`src/rtl/seq_alu_if.sv`:
```
// Handshake and data bundle between the control unit and the sequential ALU.
// The master side issues Start/Control/operands; the slave side returns results and status.
interface seq_alu_if #(
    parameter int WIDTH = 32
);
    logic             start;
    logic [3:0]       control;
    logic [WIDTH-1:0] input1;
    logic [WIDTH-1:0] input2;
    logic [WIDTH-1:0] out;
    logic [WIDTH-1:0] hi;
    logic             zero;
    logic             overflow;
    logic             divzero;
    logic             busy;
    logic             done;

    modport master (
        output start, control, input1, input2,
        input  out, hi, zero, overflow, divzero, busy, done
    );

    modport slave (
        input  start, control, input1, input2,
        output out, hi, zero, overflow, divzero, busy, done
    );
endinterface

```
`src/rtl/seq_alu.sv`:
```
// Multi-cycle ALU: single-cycle logic/arith ops plus iterative MULTU (shift-add)
// and DIVU (restoring divide) that take WIDTH steps and write Hi/Lo.
module seq_alu #(
    parameter int WIDTH = 32
) (
    input  logic       clk_i,
    input  logic       rst_i,
    seq_alu_if.slave   bus
);
    localparam int CW = $clog2(WIDTH + 1);

    localparam logic [3:0] OP_AND   = 4'd0;
    localparam logic [3:0] OP_OR    = 4'd1;
    localparam logic [3:0] OP_ADD   = 4'd2;
    localparam logic [3:0] OP_SUB   = 4'd6;
    localparam logic [3:0] OP_SLT   = 4'd7;
    localparam logic [3:0] OP_MULTU = 4'd8;
    localparam logic [3:0] OP_DIVU  = 4'd9;
    localparam logic [3:0] OP_NOR   = 4'd12;
    localparam logic [3:0] OP_SLTU  = 4'd13;

    typedef enum logic {S_IDLE, S_ITER} state_t;

    state_t           state_q;
    logic [CW-1:0]    cnt_q;
    logic             is_div_q;
    logic [WIDTH-1:0] acc_q;     // partial product high half / partial remainder
    logic [WIDTH-1:0] lo_q;      // multiplier bits shifting out / quotient bits shifting in
    logic [WIDTH-1:0] opnd_q;    // latched multiplicand or divisor
    logic [WIDTH-1:0] out_q;
    logic [WIDTH-1:0] hi_q;
    logic             zero_q;
    logic             ovf_q;
    logic             dz_q;
    logic             busy_q;
    logic             done_q;

    logic [WIDTH-1:0] single_res_d;
    logic             single_ovf_d;
    logic [WIDTH:0]   mul_sum_d;
    logic [WIDTH:0]   div_diff_d;
    logic [WIDTH-1:0] step_acc_d;
    logic [WIDTH-1:0] step_lo_d;

    function automatic logic [WIDTH-1:0] alu_result(input logic [3:0] op,
                                                    input logic [WIDTH-1:0] a,
                                                    input logic [WIDTH-1:0] b);
        logic signed [WIDTH-1:0] sa;
        logic signed [WIDTH-1:0] sb;
        sa = a;
        sb = b;
        case (op)
            OP_AND:  alu_result = a & b;
            OP_OR:   alu_result = a | b;
            OP_ADD:  alu_result = a + b;
            OP_SUB:  alu_result = a - b;
            OP_SLT:  alu_result = {{(WIDTH-1){1'b0}}, (sa < sb)};
            OP_NOR:  alu_result = ~(a | b);
            OP_SLTU: alu_result = {{(WIDTH-1){1'b0}}, (a < b)};
            default: alu_result = '0;
        endcase
    endfunction

    // Overflow flags only ADD/SUB: result sign disagrees with A when the
    // effective operand signs agree.
    function automatic logic add_sub_ovf(input logic [3:0] op,
                                         input logic [WIDTH-1:0] a,
                                         input logic [WIDTH-1:0] b,
                                         input logic [WIDTH-1:0] r);
        logic sign_a;
        logic sign_b;
        logic sign_r;
        sign_a = a[WIDTH-1];
        sign_b = b[WIDTH-1];
        sign_r = r[WIDTH-1];
        if (op == OP_ADD)
            add_sub_ovf = (sign_a == sign_b) && (sign_r != sign_a);
        else if (op == OP_SUB)
            add_sub_ovf = (sign_a != sign_b) && (sign_r != sign_a);
        else
            add_sub_ovf = 1'b0;
    endfunction

    // Single-cycle result from live inputs, and one iteration step of MULTU/DIVU.
    always_comb begin
        single_res_d = alu_result(bus.control, bus.input1, bus.input2);
        single_ovf_d = add_sub_ovf(bus.control, bus.input1, bus.input2, single_res_d);
        mul_sum_d    = {1'b0, acc_q} + (lo_q[0] ? {1'b0, opnd_q} : {(WIDTH+1){1'b0}});
        div_diff_d   = {acc_q, lo_q[WIDTH-1]} - {1'b0, opnd_q};
        if (is_div_q) begin
            step_acc_d = div_diff_d[WIDTH] ? {acc_q[WIDTH-2:0], lo_q[WIDTH-1]}
                                           : div_diff_d[WIDTH-1:0];
            step_lo_d  = {lo_q[WIDTH-2:0], ~div_diff_d[WIDTH]};
        end else begin
            step_acc_d = mul_sum_d[WIDTH:1];
            step_lo_d  = {mul_sum_d[0], lo_q[WIDTH-1:1]};
        end
    end

    // Control FSM with registered results; last iteration step writes Hi/Lo directly.
    always_ff @(posedge clk_i) begin
        if (rst_i) begin
            state_q <= S_IDLE;
            cnt_q   <= '0;
            out_q   <= '0;
            hi_q    <= '0;
            zero_q  <= 1'b1;
            ovf_q   <= 1'b0;
            dz_q    <= 1'b0;
            busy_q  <= 1'b0;
            done_q  <= 1'b0;
        end else begin
            done_q <= 1'b0;
            case (state_q)
                S_IDLE: begin
                    if (bus.start) begin
                        if (bus.control == OP_MULTU) begin
                            acc_q    <= '0;
                            lo_q     <= bus.input2;
                            opnd_q   <= bus.input1;
                            is_div_q <= 1'b0;
                            cnt_q    <= CW'(WIDTH);
                            busy_q   <= 1'b1;
                            state_q  <= S_ITER;
                        end else if (bus.control == OP_DIVU && bus.input2 != '0) begin
                            acc_q    <= '0;
                            lo_q     <= bus.input1;
                            opnd_q   <= bus.input2;
                            is_div_q <= 1'b1;
                            cnt_q    <= CW'(WIDTH);
                            busy_q   <= 1'b1;
                            state_q  <= S_ITER;
                        end else if (bus.control == OP_DIVU) begin
                            out_q  <= '1;
                            hi_q   <= bus.input1;
                            zero_q <= 1'b0;
                            ovf_q  <= 1'b0;
                            dz_q   <= 1'b1;
                            done_q <= 1'b1;
                        end else begin
                            out_q  <= single_res_d;
                            zero_q <= (single_res_d == '0);
                            ovf_q  <= single_ovf_d;
                            dz_q   <= 1'b0;
                            done_q <= 1'b1;
                        end
                    end
                end
                S_ITER: begin
                    acc_q <= step_acc_d;
                    lo_q  <= step_lo_d;
                    cnt_q <= cnt_q - CW'(1);
                    if (cnt_q == CW'(1)) begin
                        state_q <= S_IDLE;
                        busy_q  <= 1'b0;
                        done_q  <= 1'b1;
                        out_q   <= step_lo_d;
                        hi_q    <= step_acc_d;
                        zero_q  <= (step_lo_d == '0);
                        ovf_q   <= 1'b0;
                        dz_q    <= 1'b0;
                    end
                end
                default: state_q <= S_IDLE;
            endcase
        end
    end

    assign bus.out      = out_q;
    assign bus.hi       = hi_q;
    assign bus.zero     = zero_q;
    assign bus.overflow = ovf_q;
    assign bus.divzero  = dz_q;
    assign bus.busy     = busy_q;
    assign bus.done     = done_q;
endmodule

```
`src/flat_wrapper.sv`:
```
// flat-port wrapper written by rule: the top's interface ports become plain ports
module seq_alu_flat 
#(
    parameter int WIDTH = 32
)
  (clk_i, rst_i, bus_start, bus_control, bus_input1, bus_input2, bus_out, bus_hi, bus_zero, bus_overflow, bus_divzero, bus_busy, bus_done);
  seq_alu_if #(.WIDTH(WIDTH)) bus_i ();
  input  logic clk_i;
  input  logic rst_i;
  input wire logic [$bits(bus_i.start)-1:0] bus_start;
  input wire logic [$bits(bus_i.control)-1:0] bus_control;
  input wire logic [$bits(bus_i.input1)-1:0] bus_input1;
  input wire logic [$bits(bus_i.input2)-1:0] bus_input2;
  output wire logic [$bits(bus_i.out)-1:0] bus_out;
  output wire logic [$bits(bus_i.hi)-1:0] bus_hi;
  output wire logic [$bits(bus_i.zero)-1:0] bus_zero;
  output wire logic [$bits(bus_i.overflow)-1:0] bus_overflow;
  output wire logic [$bits(bus_i.divzero)-1:0] bus_divzero;
  output wire logic [$bits(bus_i.busy)-1:0] bus_busy;
  output wire logic [$bits(bus_i.done)-1:0] bus_done;
  assign bus_i.start = bus_start;
  assign bus_i.control = bus_control;
  assign bus_i.input1 = bus_input1;
  assign bus_i.input2 = bus_input2;
  assign bus_out = bus_i.out;
  assign bus_hi = bus_i.hi;
  assign bus_zero = bus_i.zero;
  assign bus_overflow = bus_i.overflow;
  assign bus_divzero = bus_i.divzero;
  assign bus_busy = bus_i.busy;
  assign bus_done = bus_i.done;
  seq_alu #(.WIDTH(WIDTH)) u_core (.clk_i(clk_i), .rst_i(rst_i), .bus(bus_i));
endmodule
```
`config.mk`:
```
export PLATFORM = sky130hd
export DESIGN_NAME = seq_alu_flat
export DESIGN_NICKNAME = d
export VERILOG_FILES = /design/src/rtl/seq_alu_if.sv /design/src/rtl/seq_alu.sv /design/src/flat_wrapper.sv
export SDC_FILE = /design/constraint.sdc
export NUM_CORES = 1
export LEC_CHECK = 0
export BUFFER_PORTS_ARGS = -buffer_cell sky130_fd_sc_hd__buf_4
export CAP_MARGIN = 10
export CORE_UTILIZATION = 30
export DETAILED_ROUTE_END_ITERATION = 8
export PLACE_DENSITY = 0.44
export SETUP_SLACK_MARGIN = 0.05
export SYNTH_ARGS = -nofsm -noshare
export SYNTH_HDL_FRONTEND = slang
export SYNTH_SLANG_ARGS = --single-unit
```
`constraint.sdc`:
```
create_clock -name clk_i -period 9.53 [get_ports clk_i]
set_input_delay 0.4765 -clock clk_i [delete_from_list [all_inputs] [get_ports clk_i]]
set_output_delay 0.4765 -clock clk_i [all_outputs]
set_load 0.02 [all_outputs]
```
==> results of run 1 <==
## routing by layer
layer  part of all wire, %  track usage [%]
met5                     0                0
met1                    46             35.0
met2                    46             40.7
met3                   5.0             3.13
met4                   3.0             8.38
## worst max-delay path, cell delays in order
cell and delay [ns]:
buf_4 0.14, inv_1 0.13, ha_1 0.22, inv_1 0.07, fa_1 0.40, nor2b_1 0.17
o311ai_1 0.46, nand2_1 0.16, a31oi_1 0.23, o21bai_1 0.09, and3_1 0.19, a2111oi_0 0.87
nand4_1 0.27, or4b_1 0.59, or4_1 0.50, o31ai_2 0.21
## how the worst max path moves through the flow
stage / to / slack [ns]
2_1_floorplan: u_core.acc_q[0] / 4.74
3_3_place_gp: u_core.bus.zero / 4.31
3_5_place_dp: u_core.bus.zero / 4.18
4_1_cts: u_core.bus.zero / 4.64
5_1_grt: u_core.bus.zero / 4.48
6_report: u_core.bus.zero / 4.73
## per-stage QoR
| stage | instance area [sq um] | hold WS, ns |
|---|---|---|
| after floorplan | 17500 | 0.450 |
| after global placement | 19200 | 0.434 |
| after detailed placement | 19200 | 0.436 |
| after CTS | 19700 | 0.357 |
| after global routing | 19700 | 0.377 |
| final | 19700 | 0.381 |
## synthesized netlist by cell type (all sizes together) (27+ instances only)
cell	number
xnor2	31
nor2	163
a21boi	32
o211ai	30
inv	157
ha	165
nand3	36
nor4	30
edfxtp	97
mux2i	87
clkbuf	93
dfxtp	76
and2	51
a21o	44
a21oi	157
a22oi	38
a211oi	27
o22ai	39
nand2	224
buf	34
o21ai	138
nor3	43
## final cells by class
type / instances / share of cell area, %
diodes: 1 / 0.0127
clock buffers: 18 / 2.22
clock inverters: 14 / 0.627
inverters: 158 / 3.01
multi-input cells: 1734 / 60.7
flip-flops and latches: 173 / 22.5
well taps: 765 / 4.85
repair buffers: 161 / 6.12
## registers in the layout, summed over array words and instances, names as in the netlist, 6 cells and up
name / count
u_core.bus.out: 32
u_core.lo_q: 32
u_core.bus.hi: 32
u_core.cnt_q: 6
u_core.acc_q: 32
u_core.opnd_q: 32
## placed cells by master, fill, tap and decap left out, types with 12 or more instances in the layout
cell type / n
and2_1: 49
mux2i_1: 87
nor2_1: 160
buf_4: 161
inv_1: 152
o21bai_1: 12
nor4_1: 30
o31ai_1: 15
nand4_1: 18
a21o_1: 44
nand3_1: 36
a21boi_0: 32
nand2b_1: 25
edfxtp_1: 97
a32o_1: 22
xor2_1: 21
o221a_2: 14
xnor2_1: 31
nand2_1: 223
and3_1: 15
a31oi_1: 25
a22oi_1: 38
nor3_1: 42
dfxtp_1: 75
a211oi_1: 26
nor2b_1: 25
ha_1: 165
o22ai_1: 38
a21oi_1: 156
o21a_1: 12
clkbuf_16: 17
o221ai_1: 15
o211ai_1: 29
o21ai_0: 134
## power by group
group | leakage [uW] | switching [uW] | total (uW) | internal (uW)
Sequential | 0.00151 | 25.5 | 839 | 814
Clock | 0.000274 | 353 | 705 | 352
Combinational | 0.00672 | 440 | 672 | 233
## kinds of logic after synthesis
group | after synthesis | synth area share [%]
muxes | 94 | 5.43
AOI/OAI and AO/OA | 739 | 29.2
DFF | 173 | 25.3
adders and majority gates | 169 | 12.3
and+or+nand+nor | 680 | 18.7
buffers and inverters | 285 | 6.44
xor gates and xnor gates | 52 | 2.60
==> results.md, run 1 <==
* Outcome: finished, final reports clean
* Final hold vios at 0
* TritonCTS Buffers at 17
* Final std cells w/o fill at roughly 3000
* Mapped Nets at 2432
* Largest net degree at the start of global routing at 65
* Worst Max-Slew Pin Slew at 1.08 ns
* Routed wire length at between 70000 and 80000 microns
* Primary FF master, synth: edfxtp_1
* Share of cells above drive strength 1 at around an eighth
* TritonCTS clock tree: yes
* Die Y at 243 microns
* Fin util at 34.2%
* Register area share after synthesis at 25.3%
* Post-layout net count at about 2500
* Die area at 59300 sq um
* Worst Hold End: u_core.bus.hi[27]
* Max-cap violations at 0
* Reg clk slew, reported paths at around 0.08 ns
* Setup CP Type: in2reg
* Grt ovf at 0
* Clock Tree Buf Depth at 2
* Antenna viol nets, final at 0
* Fraction of the cycle the final worst path needs at 50.4%
* First drt pass iteration count at 5
* Fill cells at ~6200
* DR iter-0 viols at approximately 1700
* Final setup viols at 0
* Setup Slack @ Placement at ~4.2 ns
* Register area at 4440 sq um
* Dpl hpwl at slightly below 60000 microns
* HP Class: in2reg
* Post-CTS Hold Buffers at 0
* Synthesized instance count at approximately 2200
* Area of the multi-input gates at ~12000 sq um
* Synthesized area at around 17000 sq um
* Hold depth at 3
* Placed Cells incl. Taps at 2991
* Chip Width at 243 microns
* Worst R2R Path Depth at 15
* Hold Path Origin: bus_input1[27]
* # DRC at 0
* Overall routing resource usage at 25.4%
* Worst r2r dst: u_core.bus.hi[29]
* WL per Instance at 25.3 microns
* R2R setup slack at 4.85 ns
* Crit end category: register
* Rows at 88
* Routed via count at 17500
* Setup WS post-layout at 4.73 ns
* Core area at 57700 sq um
* Setup TNS at 0 ns
* Worst Setup SP: bus_input1[0]
* Number of global-route vias before repair at 17000
* Reg2reg start: u_core.lo_q[0]
* Synth async-reset ratio at 0%
* Antenna violations before repair at 3
* EDFF count, synth at slightly below 100
* Final Power at 2220 uW
* Post-CTS sizing at 0
* Static Leak at 0.00850 uW
* Syn Area/Cell at about 8 sq um
* Cell variety after synth at just over 90
* Unrepaired setup endpoints after global routing: no
* Startpoint types: input pin
* Clk_lat worst skew at between 0.4 and 0.5 ns
* H-tree Lvls at 4
* Seq cells post-synth at 173
* Number of port buffers at 139
* Final critical-path required period at approximately 4.8 ns
* Yosys top cell area share at 16.6%
* Ports at between 100 and 150
* Fmax at 208 MHz
* Synth top area cells: edfxtp_1 17%, ha_1 12%, dfxtp_1 8.7%, mux2i_1 5.0%, nand2_1 4.8%
* Setup Skew at 0.0115 ns
* Max VDD drop at 0.000127 V
* YS warnings at 0
* Initial core utilization at 30.3%
* Avg Vias per Cell at 5.80
* Setup repair bufs after CTS at 0
* First-pass GRT wire length at ~110000 microns
* Crit path DAT at 5.18 ns
* Cell Pwr Density at 112 nW/um^2
* Crit path max fanout at 4
* Clock Tree Root: clkbuf_16
* Max-slew headroom at 27.7%
* CP required at approximately 9.9 ns
* Clk sinks at approximately 170
* Syn-to-layout area delta at 12.9%
* Synth area leader: edfxtp_1
* Gpl congestion at 0.900
* Pins over their slew limit at 0
Note: power is estimated with default switching activity, not from simulation.
==> inputs of run 2 (changes only) <==
==> constraint.sdc (replaced) <==
create_clock -name clk_i -period 4.8 [get_ports clk_i]
set_input_delay 0.24 -clock clk_i [delete_from_list [all_inputs] [get_ports clk_i]]
set_output_delay 0.24 -clock clk_i [all_outputs]
set_load 0.02 [all_outputs]
==> run 2 against run 1 <==
Effect of this change: core utilization up 0.76 points; clock power up 110%; via count is 2.2% higher; wire length up 1.7%; final area rose by 2.2%; register-to-register slack lost 4.3 ns; total power increased by 100%; worst hold slack got worse by 0.23 ns; first-iteration DRC count is 6.5% lower; clock skew is 0.0062 ns higher; critical endpoint is now u_core.bus.hi[24]; largest cell class unchanged.
==> results.md, run 2 (synthesized netlist as in run 1, its figures left out) <==
* CP bufs+invs at 2
* Crit path DAT at around 4.6 ns
* Largest net degree at the start of global routing at 61
* Setup CP Type: reg2reg
* Ports at 140
* Routed via count at 17900
* Dpl hpwl at 61700 microns
* Commonest non-fill, non-tap cell in the layout: nand2_1
* Int Pwr at 2890 uW
* Gpl congestion at between 0.9 and 1
* First drt pass iteration count at 6
* Max VDD drop at 0.000263 V
* Core area at 57700 sq um
* Crit-path slowest cell: edfxtp_1
* HP Class: in2reg
* Crit-path cells: nand2_1 > inv_1 > ha_1 > a211oi_1 > o21bai_1 > a2111o_1 > a221o_1 > a21oi_1 > a31oi_1 > a21oi_1 > a21oi_1 > and3_1 > a2111oi_0 > buf_4 > o221a_2
* Fmax at 238 MHz
* Post-CTS Hold Buffers at 0
* Antenna viol nets, final at 0
* Post-layout net count at about 2500
* Clk_lat worst skew at 0.46 ns
* Crit end category: register
* Startpoint types: register
* Setup Skew at between 0.015 and 0.02 ns
* Setup TNS at 0 ns
* TritonCTS Buffers at 17
* Die area at 59300 sq um
* Post-CTS sizing at 0
* Avg Vias per Cell at a little under 6
* Cell Pwr Density at 223 nW/um^2
* Final std cells w/o fill at 3074
* Unrepaired setup endpoints after global routing: no
* Worst path max stage delay at 0.55 ns
* CP required at between 5 and 6 ns
* Overall routing resource usage at 25.6%
* Chip Width at 243 microns
* Reg power frac at between 30% and 40%
* Fill cells at 6160
* Reg clk slew, reported paths at about 0.070 ns
* Number of global-route vias before repair at approximately 17000
* Syn-to-layout area delta at 15.4%
* Register area at approximately 4400 sq um
* Pins over their slew limit at 0
* Setup repair bufs after CTS at 0
* Final critical-path required period at around 4.2 ns
* Antenna violations before repair at 1
* Final setup viols at 0
* Clock Tree Root: clkbuf_16
* First-pass GRT wire length at 114000 microns
* Switching Share at 35.9%
* DR iter-0 viols at 1546
* Rows at 88
* Number of port buffers at 139
* Area of the multi-input gates at 12000 sq um
* Initial core utilization at 30.3%
* Commonest cells after routing, fill and taps aside: 223 x nand2_1, 209 x buf_4, 165 x ha_1
* WL per Instance at 25.4 microns
* Share of cells above drive strength 1 at approximately 14%
* Clock Power Share at between 30% and 40%
* Max-slew headroom at 32.1%
* Final hold vios at 0
* Clk sinks at 173
* Most frequent CP cell: a21oi_1
* H-tree Lvls at 4
* Comb power frac at 30.5%
* Worst Max-Slew Pin Slew at 1.01 ns
* Crit path max fanout at 11
* Max-cap violations at 0
* Clock Tree Buf Depth at 2
* Placed Cells incl. Taps at 3041
* Die Y at 243 microns
* Grt ovf at 0
* Switching Power at between 1500 and 2000 uW
* # DRC at 0
* TritonCTS clock tree: yes
* CP top delay family: compound AO/OA/AOI/OAI gates
* Outcome: finished, final reports clean
* Static Leak at 0.00878 uW
* Fraction of the cycle the final worst path needs at 87.7%
* Routed wire length at 77900 microns
run 2: changes by cell type in the layout (fill, tap and decap cells not counted), sizes merged:
cell	previous run	this run
bufinv	0	1
clkbuf	18	19
clkinv	5	7
inv	165	162
clkinvlp	2	1
buf	161	211
run 2: stage by stage:
step / setup WS (ns) / util, % / hold slack, ns / area [sq um] / total power, uW
CTS: 0.555 / 35.0 / 0.128 / 20200 / 4490
floorplan: 0.245 / - / 0.323 / 17500 / 2510
finish: 0.590 / 35.0 / 0.147 / 20200 / 4510
global route: 0.160 / 35.0 / 0.141 / 20200 / 4660
detailed placement: 0.168 / 33.9 / 0.431 / 19600 / 3040
global placement: 0.282 / 33.9 / 0.431 / 19600 / 3040
run 2: worst min-delay path, delay by kind of cell:
family                 cells  cell delay (ns)
buffers and inverters      1             0.11
AOI/OAI and AO/OA          1             0.08
and+or+nand+nor            1             0.05
run 2: path summary, 6_finish.rpt:
| check | start | to | slack, ns | cells after the start |
|---|---|---|---|---|
| max | u_core.lo_q[0] | u_core.bus.hi[24] | 0.59 | 15 |
| min | bus_input2[27] | u_core.opnd_q[27] | 0.15 | 3 |
| min reg2reg | u_core.bus.out[26] | u_core.bus.out[26] | 0.44 | 2 |
| max reg2reg | u_core.lo_q[0] | u_core.bus.hi[24] | 0.59 | 15 |
run 2: area by class of cell:
class	count	area share, %
diodes	1	0.0124
multi-input cells	1734	59.4
clock inverters	13	0.620
inverters	158	2.94
flip-flops and latches	173	22.0
well taps	765	4.74
clock buffers	19	2.36
repair buffers	211	7.97
run 2: per-layer routing:
| layer | global-route usage [%] | part of all wire, % | vias to the layer above |
|---|---|---|---|
| met4 | 10.4 | 4.0 | 0 |
| met1 | 34.3 | 45 | 8772 |
| li1 | - | - | 8333 |
| met3 | 3.15 | 5.7 | 123 |
| met2 | 41.5 | 45 | 681 |
| met5 | 0 | 0 | - |
run 2: power by group through the flow:
| stage | Combinational, uW | Sequential [uW] | Clock, uW |
|---|---|---|---|
| 2_1_floorplan | 806 | 1700 | 0 |
| 3_3_place_gp | 1350 | 1700 | 0 |
| 6_report | 1370 | 1660 | 1470 |
| 5_1_grt | 1470 | 1670 | 1530 |
| 3_5_place_dp | 1340 | 1700 | 0 |
| 4_1_cts | 1350 | 1660 | 1480 |
